$ cat src/rtl/minmax_pkg.sv
`timescale 1ns/1ps
`default_nettype none
// ============================================================================
//  Module   : minmax_pkg
//  Purpose  : Shared types and helpers for the streaming min/max tracker.
//             - state_t   : frame-tracking state (IDLE = no sample yet, ACC =
//                           at least one sample accumulated in this frame)
//             - less_than : magnitude compare on pre-extended operands, either
//                           two's-complement or unsigned
//  Revision : 1.0 - initial release
// ============================================================================
package minmax_pkg;

    typedef enum logic [0:0] {
        IDLE = 1'b0,
        ACC  = 1'b1
    } state_t;

    // Common compare width. Callers extend their samples to this width
    // (sign- or zero-extension as appropriate) before calling less_than, so
    // one function serves every sample width up to C_CMP_W bits.
    localparam int C_CMP_W = 32;

    function automatic logic less_than(
        input logic [C_CMP_W-1:0] a,
        input logic [C_CMP_W-1:0] b,
        input logic               signed_mode
    );
        logic r;
        if (signed_mode) begin
            r = ($signed(a) < $signed(b));
        end else begin
            r = (a < b);
        end
        return r;
    endfunction

endpackage : minmax_pkg
`default_nettype wire

$ cat src/rtl/minmax_cmp.sv
`timescale 1ns/1ps
`default_nettype none
// ============================================================================
//  Module   : minmax_cmp
//  Purpose  : Combinational comparator of an incoming sample against the
//             current running minimum and maximum.
//  Ports    : sample   in  WIDTH  incoming sample
//             cur_min  in  WIDTH  running minimum
//             cur_max  in  WIDTH  running maximum
//             lt       out 1      sample <  cur_min (strict)
//             gt       out 1      sample >  cur_max (strict)
//  Params   : WIDTH  sample width (<= 32)
//             SIGNED 1: two's-complement compare, 0: unsigned compare
//  Revision : 1.0 - initial release
// ============================================================================
module minmax_cmp #(
    parameter int WIDTH  = 5,
    parameter bit SIGNED = 1'b0
) (
    input  logic [WIDTH-1:0] sample,
    input  logic [WIDTH-1:0] cur_min,
    input  logic [WIDTH-1:0] cur_max,
    output logic             lt,
    output logic             gt
);
    import minmax_pkg::*;

    // Extend to the package compare width; the upper bits replicate the sign
    // bit only in signed mode so the signed compare sees the true value.
    function automatic logic [C_CMP_W-1:0] ext(input logic [WIDTH-1:0] v);
        logic [C_CMP_W-1:0] r;
        r            = {C_CMP_W{SIGNED & v[WIDTH-1]}};
        r[WIDTH-1:0] = v;
        return r;
    endfunction

    // Strict compares: equal values never win, so ties keep the earliest index.
    assign lt = less_than(ext(sample),  ext(cur_min), SIGNED);
    assign gt = less_than(ext(cur_max), ext(sample),  SIGNED);

endmodule : minmax_cmp
`default_nettype wire

$ cat src/rtl/minmax_stream.sv
`timescale 1ns/1ps
`default_nettype none
// ============================================================================
//  Module   : minmax_stream
//  Purpose  : Streaming min/max tracker. Accepts a valid/ready sample stream,
//             tracks the running minimum and maximum (values and index of the
//             first occurrence) of each frame and emits one result per frame.
//             A frame closes on in_last or on its MAX_LEN-th sample.
//  Ports    : clk          in   1        clock, rising edge
//             rst_n        in   1        asynchronous reset, active low
//             clr          in   1        synchronous abort of current frame
//             in_valid     in   1        sample valid
//             in_ready     out  1        sample accepted on in_valid&&in_ready
//             in_data      in   WIDTH    sample
//             in_last      in   1        last sample of frame
//             out_valid    out  1        result valid, held until out_ready
//             out_ready    in   1        result consumed on out_valid&&out_ready
//             out_min      out  WIDTH    frame minimum
//             out_max      out  WIDTH    frame maximum
//             out_min_idx  out  clog2(MAX_LEN)     index of first minimum
//             out_max_idx  out  clog2(MAX_LEN)     index of first maximum
//             out_count    out  clog2(MAX_LEN+1)   samples in frame
//             out_forced   out  1        frame closed by length, not in_last
//  Params   : WIDTH   sample width (<= 32)
//             MAX_LEN maximum samples per frame (>= 2)
//             SIGNED  1: two's-complement compare, 0: unsigned compare
//  Revision : 1.0 - initial release
// ============================================================================
module minmax_stream #(
    parameter int WIDTH   = 5,
    parameter int MAX_LEN = 16,
    parameter bit SIGNED  = 1'b0
) (
    input  logic                         clk,
    input  logic                         rst_n,
    input  logic                         clr,
    input  logic                         in_valid,
    output logic                         in_ready,
    input  logic [WIDTH-1:0]             in_data,
    input  logic                         in_last,
    output logic                         out_valid,
    input  logic                         out_ready,
    output logic [WIDTH-1:0]             out_min,
    output logic [WIDTH-1:0]             out_max,
    output logic [$clog2(MAX_LEN)-1:0]   out_min_idx,
    output logic [$clog2(MAX_LEN)-1:0]   out_max_idx,
    output logic [$clog2(MAX_LEN+1)-1:0] out_count,
    output logic                         out_forced
);
    import minmax_pkg::*;

    localparam int                   C_IDX_W   = $clog2(MAX_LEN);
    localparam int                   C_CNT_W   = $clog2(MAX_LEN + 1);
    localparam logic [C_CNT_W-1:0]   C_MAX_CNT = C_CNT_W'(MAX_LEN);

    // ------------------------------------------------------------------------
    // State and running registers
    // ------------------------------------------------------------------------
    state_t               r_state;
    state_t               w_state_nxt;

    logic [WIDTH-1:0]     r_min;
    logic [WIDTH-1:0]     r_max;
    logic [C_IDX_W-1:0]   r_min_idx;
    logic [C_IDX_W-1:0]   r_max_idx;
    logic [C_CNT_W-1:0]   r_count;

    logic                 w_accept;
    logic                 w_first;
    logic                 w_close;
    logic                 w_lt;
    logic                 w_gt;
    logic [C_IDX_W-1:0]   w_idx;
    logic [C_CNT_W-1:0]   w_count_nxt;
    logic [WIDTH-1:0]     w_min_nxt;
    logic [WIDTH-1:0]     w_max_nxt;
    logic [C_IDX_W-1:0]   w_min_idx_nxt;
    logic [C_IDX_W-1:0]   w_max_idx_nxt;

    // ------------------------------------------------------------------------
    // Handshake
    // ------------------------------------------------------------------------
    // A sample may only be taken when the result register is free, or is
    // being drained in this same cycle; a closing sample can then overwrite
    // it without losing the previous result.
    assign in_ready = !(out_valid && !out_ready);

    // clr wins over a coincident sample: that sample is dropped.
    assign w_accept = in_valid && in_ready && !clr;

    // ------------------------------------------------------------------------
    // Running min/max datapath
    // ------------------------------------------------------------------------
    assign w_first = (r_state == IDLE);

    // Index of the incoming sample within its frame. In ACC the count is at
    // most MAX_LEN-1, so it always fits the index width.
    assign w_idx       = w_first ? '0 : r_count[C_IDX_W-1:0];
    assign w_count_nxt = w_first ? C_CNT_W'(1) : (r_count + 1'b1);

    assign w_close = w_accept && (in_last || (w_count_nxt == C_MAX_CNT));

    minmax_cmp #(
        .WIDTH  (WIDTH),
        .SIGNED (SIGNED)
    ) u_cmp (
        .sample  (in_data),
        .cur_min (r_min),
        .cur_max (r_max),
        .lt      (w_lt),
        .gt      (w_gt)
    );

    // On the first sample the running registers hold stale/zero values, so
    // the compare result is ignored and the sample seeds both extremes.
    assign w_min_nxt     = (w_first || w_lt) ? in_data : r_min;
    assign w_max_nxt     = (w_first || w_gt) ? in_data : r_max;
    assign w_min_idx_nxt = (w_first || w_lt) ? w_idx   : r_min_idx;
    assign w_max_idx_nxt = (w_first || w_gt) ? w_idx   : r_max_idx;

    // ------------------------------------------------------------------------
    // FSM
    // ------------------------------------------------------------------------
    always_ff @(posedge clk or negedge rst_n) begin
        if (!rst_n) begin
            r_state <= IDLE;
        end else begin
            r_state <= w_state_nxt;
        end
    end

    always_comb begin
        w_state_nxt = r_state;
        if (clr) begin
            w_state_nxt = IDLE;
        end else if (w_accept) begin
            w_state_nxt = w_close ? IDLE : ACC;
        end
    end

    // ------------------------------------------------------------------------
    // Running registers: cleared on abort and after every close so each new
    // frame starts from a clean slate.
    // ------------------------------------------------------------------------
    always_ff @(posedge clk or negedge rst_n) begin
        if (!rst_n) begin
            r_min     <= '0;
            r_max     <= '0;
            r_min_idx <= '0;
            r_max_idx <= '0;
            r_count   <= '0;
        end else if (clr || w_close) begin
            r_min     <= '0;
            r_max     <= '0;
            r_min_idx <= '0;
            r_max_idx <= '0;
            r_count   <= '0;
        end else if (w_accept) begin
            r_min     <= w_min_nxt;
            r_max     <= w_max_nxt;
            r_min_idx <= w_min_idx_nxt;
            r_max_idx <= w_max_idx_nxt;
            r_count   <= w_count_nxt;
        end
    end

    // ------------------------------------------------------------------------
    // Result registers. A close is only possible while the result register
    // is free or draining, so loading here never overwrites an unconsumed
    // result. clr leaves these registers alone.
    // ------------------------------------------------------------------------
    always_ff @(posedge clk or negedge rst_n) begin
        if (!rst_n) begin
            out_valid   <= 1'b0;
            out_min     <= '0;
            out_max     <= '0;
            out_min_idx <= '0;
            out_max_idx <= '0;
            out_count   <= '0;
            out_forced  <= 1'b0;
        end else if (w_close) begin
            out_valid   <= 1'b1;
            out_min     <= w_min_nxt;
            out_max     <= w_max_nxt;
            out_min_idx <= w_min_idx_nxt;
            out_max_idx <= w_max_idx_nxt;
            out_count   <= w_count_nxt;
            out_forced  <= !in_last;
        end else if (out_ready) begin
            out_valid   <= 1'b0;
        end
    end

endmodule : minmax_stream
`default_nettype wire

$ cat config.mk
export PLATFORM = sky130hd
export DESIGN_NAME = minmax_stream
export DESIGN_NICKNAME = d
export VERILOG_FILES = /design/src/rtl/minmax_pkg.sv /design/src/rtl/minmax_cmp.sv /design/src/rtl/minmax_stream.sv
export SDC_FILE = /design/constraint.sdc
export NUM_CORES = 1
export LEC_CHECK = 0
export ABC_CLOCK_PERIOD_IN_PS = 1950
export CAP_MARGIN = 5
export CORE_ASPECT_RATIO = 1.25
export CORE_UTILIZATION = 25
export CTS_CLUSTER_SIZE = 16
export DETAILED_ROUTE_END_ITERATION = 8
export PLACE_DENSITY = 0.52
export SLEW_MARGIN = 40
export SYNTH_ARGS = -nofsm -noshare
export SYNTH_HDL_FRONTEND = slang
export SYNTH_SLANG_ARGS = --single-unit
export TNS_END_PERCENT = 20
$ cat constraint.sdc
create_clock -name clk -period 1.95 [get_ports clk]
set_input_delay 0.39 -clock clk [delete_from_list [all_inputs] [get_ports clk]]
set_output_delay 0.39 -clock clk [all_outputs]
set_load 0.05 [all_outputs]
==> results.md, run 1 <==
- Num rows: 40
- Setup-failing EPs final: 32
- Power Density: 760.8 mW/mm²
- Die H: 113.2 µm
- Max Slew Vio Count: 0
- Status: finished with violations
- Clock Latency Late Sink: 0.29 ns
- # fillers: 983
- Hpwl dp: 4655 µm
- YS warnings: 0
- Total Routed Length: 6071 µm
- Headroom to the max-slew limit: 62.12%
- Total CTS buffers: 5
- Flop and latch count out of synthesis: 49
- Share of cells above drive strength 1: 32.78%
- Initial antenna violation count: 0
- Crit path DAT: 2.24 ns
- Routability congestion estimate: 0.7229
- Tightest Pin Transition: 0.5682 ns
- HP Class: input pin to asynchronous set/reset pin
- EDFF count, synth: 0
- Seq/Total Area, Yosys: 49.57%
- Post-Syn Area: 0.002474 mm²
- Commonest non-fill, non-tap cells in the layout: 57 x buf_4, 47 x dfrtp_1, 21 x clkdlybuf4s50_1
- Leak: 1.673 nW
- Largest net degree at the start of global routing: 29
- Routed vias/inst: 4.629
- Number of port buffers: 36
- Syn nets: 230
- Pre-antenna DRT Iters: 4
- Clock Skews: 0.007907 ns
- Io pins: 37
- Critical Path RT: 2.12 ns
- Max cap viols: 0
- Hold_buf cts: 0
- Clk sinks: 49
- CP max-delay cell: dfrtp_2
- Largest stage delay, worst path: 0.42 ns
- Commonest non-fill, non-tap cell in the layout: buf_4
- CP startpoint kind: register
- RSZ-0062 raised after global routing: yes
- Maximum vdd drop: 0.3130 mV
- Period utilization: 105.9%
- Clock transition at path regs: 0.07 ns
- Die area: 0.01030 mm²
- Period minus WS final: 2.066 ns
- Vias: 1981
- P&R area growth vs syn: 47.60%
- Failing checks: negative setup slack
- GRT Total Usage: 12.84%
- Initial Utilization: 25.74%
- Overall die width: 90.97 µm
- Nets: 321
- Cells after Synth: 210
- First-pass GRT wire length: 10410 µm
- H-tree depth: 2
- Root Buffer Master: clkbuf_16
- Setup WS pre-CTS: -0.5844 ns
- DR WL/cell: 14.18 µm
- Worst hold slack: 0.09065 ns
- Avg Cell Area, Syn: 11.78 µm²
- Ordered list of cells on the worst path: ha_4, xor2_2, or3_4, nor3_4, buf_12, o31ai_4, buf_6, a22o_1
- Peak Freq: 484.1 MHz
- CP Class: register to register
- Fin worst setup slack: -0.1158 ns
- Clock Path Buffers: 2
- Setup crit end kind: register
- Hold Vio Cnt, Final: 0
- Vias in the first global route: 2085
- Power after layout: 0.002778 W
- Core box area: 0.009609 mm²
- Number of diodes: 0
- Routed Antenna Nets: 0
- Post-Route Utilization: 37.99%
- Async set-reset flop share out of synthesis: 100.0%
- Synth Flop Type: dfrtp_1
- Synth unique cells: 46
- TritonCTS clock tree: built
- Grt ovf: 0
- Drt initial violations: 42
- Max FO, Critical Path: 8
- DRC: 0
-- flip-flops by register name (all words and copies together) (netlist names) --
name	cells
out_max	5
r_min_idx	4
r_min	5
out_count	5
out_valid	1
r_count	5
r_max_idx	4
r_max	5
out_forced	1
out_min	5
out_min_idx	4
out_max_idx	4
r_state	1
-- where the power goes --
group / internal, W / total (W) / leakage [nW] / switching [W]
sequential: 0.00108 / 0.00112 / 0.638 / 0.0000396
clock: 0.000641 / 0.00101 / 0.0841 / 0.000367
combinational: 0.000260 / 0.000649 / 0.950 / 0.000389
-- final timing paths --
path	endpoint	slack, ns	from	depth (start not counted)
max in group asynchronous	out_max[1]	1.31	rst_n	2
min in group clk	out_forced	0.50	out_forced	1
worst max-delay path	r_max_idx[2]	-0.12	r_count[1]	8
worst max register to register	r_max_idx[2]	-0.12	r_count[1]	8
worst min register to register	out_forced	0.50	out_forced	1
worst min-delay path	r_min[2]	0.09	rst_n	1
-- metrics by stage --
stage	cells	area [µm²]	setup TNS, ns
floorplan	210	2495	-3.386
global placement	416	3386	-17.32
detailed placement	416	3386	-18.05
CTS	427	3652	-1.680
global route	428	3651	-4.912
finish	428	3651	-1.677
-- critical path: cells and delay by family, from the launching register on --
| family | cells | cell delay [ns] |
|---|---|---|
| flip-flops | 1 | 0.42 |
| AND/OR/NAND/NOR | 2 | 0.56 |
| buffers and inverters | 2 | 0.30 |
| XOR/XNOR | 1 | 0.18 |
| adder cells (fa/ha/maj) | 1 | 0.17 |
| AO/OA/AOI/OAI | 2 | 0.30 |
-- routing by layer --
metal	track usage [%]	share of wire (%)
met5	0	0
met4	4.233	1.6
met3	1.949	2.5
met2	23.59	53
met1	15.22	43
-- area by class of cell --
cell class,instances,area [µm²],area share (%)
sequential,49,1229,33.65
inverter,11,41.29,1.131
multi-input combinational,142,1236,33.86
tap,126,157.7,4.318
clock buffer,7,142.6,3.907
timing repair buffer,92,814.5,22.31
clock inverter,1,30.03,0.8225
-- what timing repair did --
action,in CTS,in global routing
pin swaps,13,1
gates resized for setup,20,2
setup buffers,3,3
setup endpoints to repair,43,41
-- logic make-up (layout without fill, tap and decap cells) --
logic type               count (synthesis)  in the layout  share of synthesized area, %
AO/OA/AOI/OAI                           65             65                         21.60
XOR/XNOR                                 1              1                        0.6577
adder cells (fa/ha/maj)                  9              9                         4.552
buffers and inverters                   19            111                         3.642
flip-flops                              49             49                         49.57
multiplexers                            22             22                         9.155
AND/OR/NAND/NOR                         45             45                         10.83
-- Yosys cell counts (3+ instances only) --
library cell  number  area (µm²)
a21oi_1           15       75.07
a22o_1            20       175.2
buf_2              3       15.01
dfrtp_1           49        1226
ha_1               9       112.6
inv_1             11       41.29
mux2i_1           19       190.2
nand2_1            8       30.03
nand2b_1           3       18.77
nand3_1            4       20.02
nor2_1            11       41.29
o21a_1             3       22.52
o21ai_0            4       20.02
o2bb2ai_1          8       70.07
(Power assumes the default switching activity.)
==> inputs of run 2 (changes only) <==
GPL_ROUTABILITY_DRIVEN = 0   (was unset)
SKIP_LAST_GASP = 1   (was unset)
==> results.md, run 2 (same netlist as run 1, synthesis figures left out) <==
- CP startpoint kind: register
- Vias: 1996
- Worst setup path end: r_min_idx[3]
- TritonCTS clock tree: built
- Tightest Pin Transition: 0.5694 ns
- Routed Antenna Nets: 0
- Largest stage delay, worst path: 0.42 ns
- Commonest non-fill, non-tap cell in the layout: buf_4
- Failing checks: negative setup slack
- GRT Total Usage: 12.95%
- Share of cells above drive strength 1: 31.89%
- Initial Utilization: 25.74%
- Commonest non-fill, non-tap cells in the layout: 58 x buf_4, 47 x dfrtp_1, 21 x clkdlybuf4s50_1
- Largest net degree at the start of global routing: 29
- Hpwl dp: 4655 µm
- Setup-failing EPs final: 36
- Root Buffer Master: clkbuf_16
- WP depth: 8
- Peak Freq: 485.8 MHz
- Setup WS pre-CTS: -0.5844 ns
- Initial antenna violation count: 0
- CP startpoint: r_count[1]
- Headroom to the max-slew limit: 62.04%
- Overall die width: 90.97 µm
- DR WL/cell: 14.33 µm
- Drt initial violations: 47
- Max FO, Critical Path: 9
- Total Routed Length: 6121 µm
- Worst r2r path cells: 8
- Power Density: 762.4 mW/mm²
- Total CTS buffers: 5
- Maximum vdd drop: 0.3036 mV
- Worst path bufs/invs: 2
- Crit-path most repeated cell: buf_12
- Core box area: 0.009609 mm²
- Die area: 0.01030 mm²
- HP Class: input pin to asynchronous set/reset pin
- Status: finished with violations
- Period utilization: 105.6%
- Worst hold slack: 0.09252 ns
- Critical Path RT: 2.12 ns
- Ordered list of cells on the worst path: ha_4, xor2_2, or3_4, nor3_4, buf_12, o31ai_4, buf_12, a22o_1
- P&R area growth vs syn: 47.04%
- CP Class: register to register
- Max Slew Vio Count: 0
- First-pass GRT wire length: 10500 µm
- H-tree depth: 2
- Leak: 1.668 nW
- Number of diodes: 0
- Num rows: 40
- Period minus WS final: 2.058 ns
- Hold Vio Cnt, Final: 0
- Crit path DAT: 2.23 ns
- Routed vias/inst: 4.674
- # fillers: 985
- R2r startpoint: r_count[1]
- Delay-heaviest family, CP: simple AND/OR/NAND/NOR gates
- Io pins: 37
- Pre-antenna DRT Iters: 3
- Clock Skews: 0.006711 ns
- Vias in the first global route: 2101
- Clk sinks: 49
- RSZ-0062 raised after global routing: yes
- Number of port buffers: 36
- DRC: 0
- Clock Path Buffers: 2
- Die H: 113.2 µm
- Setup crit end kind: register
- Nets: 320
- Grt ovf: 0
- Fin worst setup slack: -0.1084 ns
- Max cap viols: 0
- CP max-delay cell: dfrtp_2
- Clock transition at path regs: 0.07 ns
- Clock Latency Late Sink: 0.29 ns
- FF-to-FF setup slack: -0.11 ns
- RR Endpoint: r_min_idx[3]
## run 2: cell count changes in the layout (fill, tap and decap cells not counted), sizes merged
cell	previous run	this run
buf	67	66
## run 2: worst min path at each step
stage | endpoint | depth (start not counted) | slack (ns) | start
floorplan | out_count[0] | 0 | 0.09 | rst_n
global placement | r_min[2] | 1 | 0.42 | rst_n
detailed placement | r_min[2] | 1 | 0.43 | rst_n
CTS | r_min[2] | 1 | 0.11 | rst_n
global route | r_min[2] | 1 | 0.13 | rst_n
finish | r_min[2] | 1 | 0.09 | rst_n
## run 2: layout make-up
cell class / count / area (µm²) / area share (%)
flip-flops and latches: 49 / 1229 / 33.78
multi-input cells: 142 / 1229 / 33.78
repair buffers: 91 / 808.3 / 22.22
well taps: 126 / 157.7 / 4.334
clock buffers: 7 / 142.6 / 3.922
inverters: 11 / 41.29 / 1.135
clock inverters: 1 / 30.03 / 0.8256
## run 2: power breakdown
| group | switching (W) | leakage, nW | total, W | internal (W) |
|---|---|---|---|---|
| registers | 0.0000394 | 0.638 | 0.00112 | 0.00108 |
| clock network | 0.000362 | 0.0841 | 0.00100 | 0.000641 |
| logic | 0.000390 | 0.946 | 0.000650 | 0.000260 |
| total | 0.000792 | 1.67 | 0.00277 | 0.00198 |
## run 2: metal layers
layer  part of all wire (%)  track usage [%]
met3                    2.4            1.949
met4                    1.7            4.339
met1                     44            15.26
met5                      0                0
met2                     52            23.89
## run 2: per-stage QoR
| step | instances | power (W) | TNS (ns) | instance area (µm²) | utilization [%] |
|---|---|---|---|---|---|
| floorplan | 210 | 0.001499 | -3.386 | 2495 | - |
| global placement | 416 | 0.001775 | -17.32 | 3386 | 35.23 |
| detailed placement | 416 | 0.001781 | -18.05 | 3386 | 35.23 |
| CTS | 427 | 0.002815 | -2.249 | 3637 | 37.85 |
| global route | 427 | 0.002905 | -5.709 | 3637 | 37.85 |
| finish | 427 | 0.002773 | -1.947 | 3637 | 37.85 |
## run 2: timing repair
| action | 4_1_cts | 5_1_grt |
|---|---|---|
| setup endpoints to repair | 43 | 42 |
| hold buffers | 0 | 0 |
| setup buffers | 3 | 0 |
| gates resized for setup | 15 | 0 |
| pin swaps | 7 | 0 |
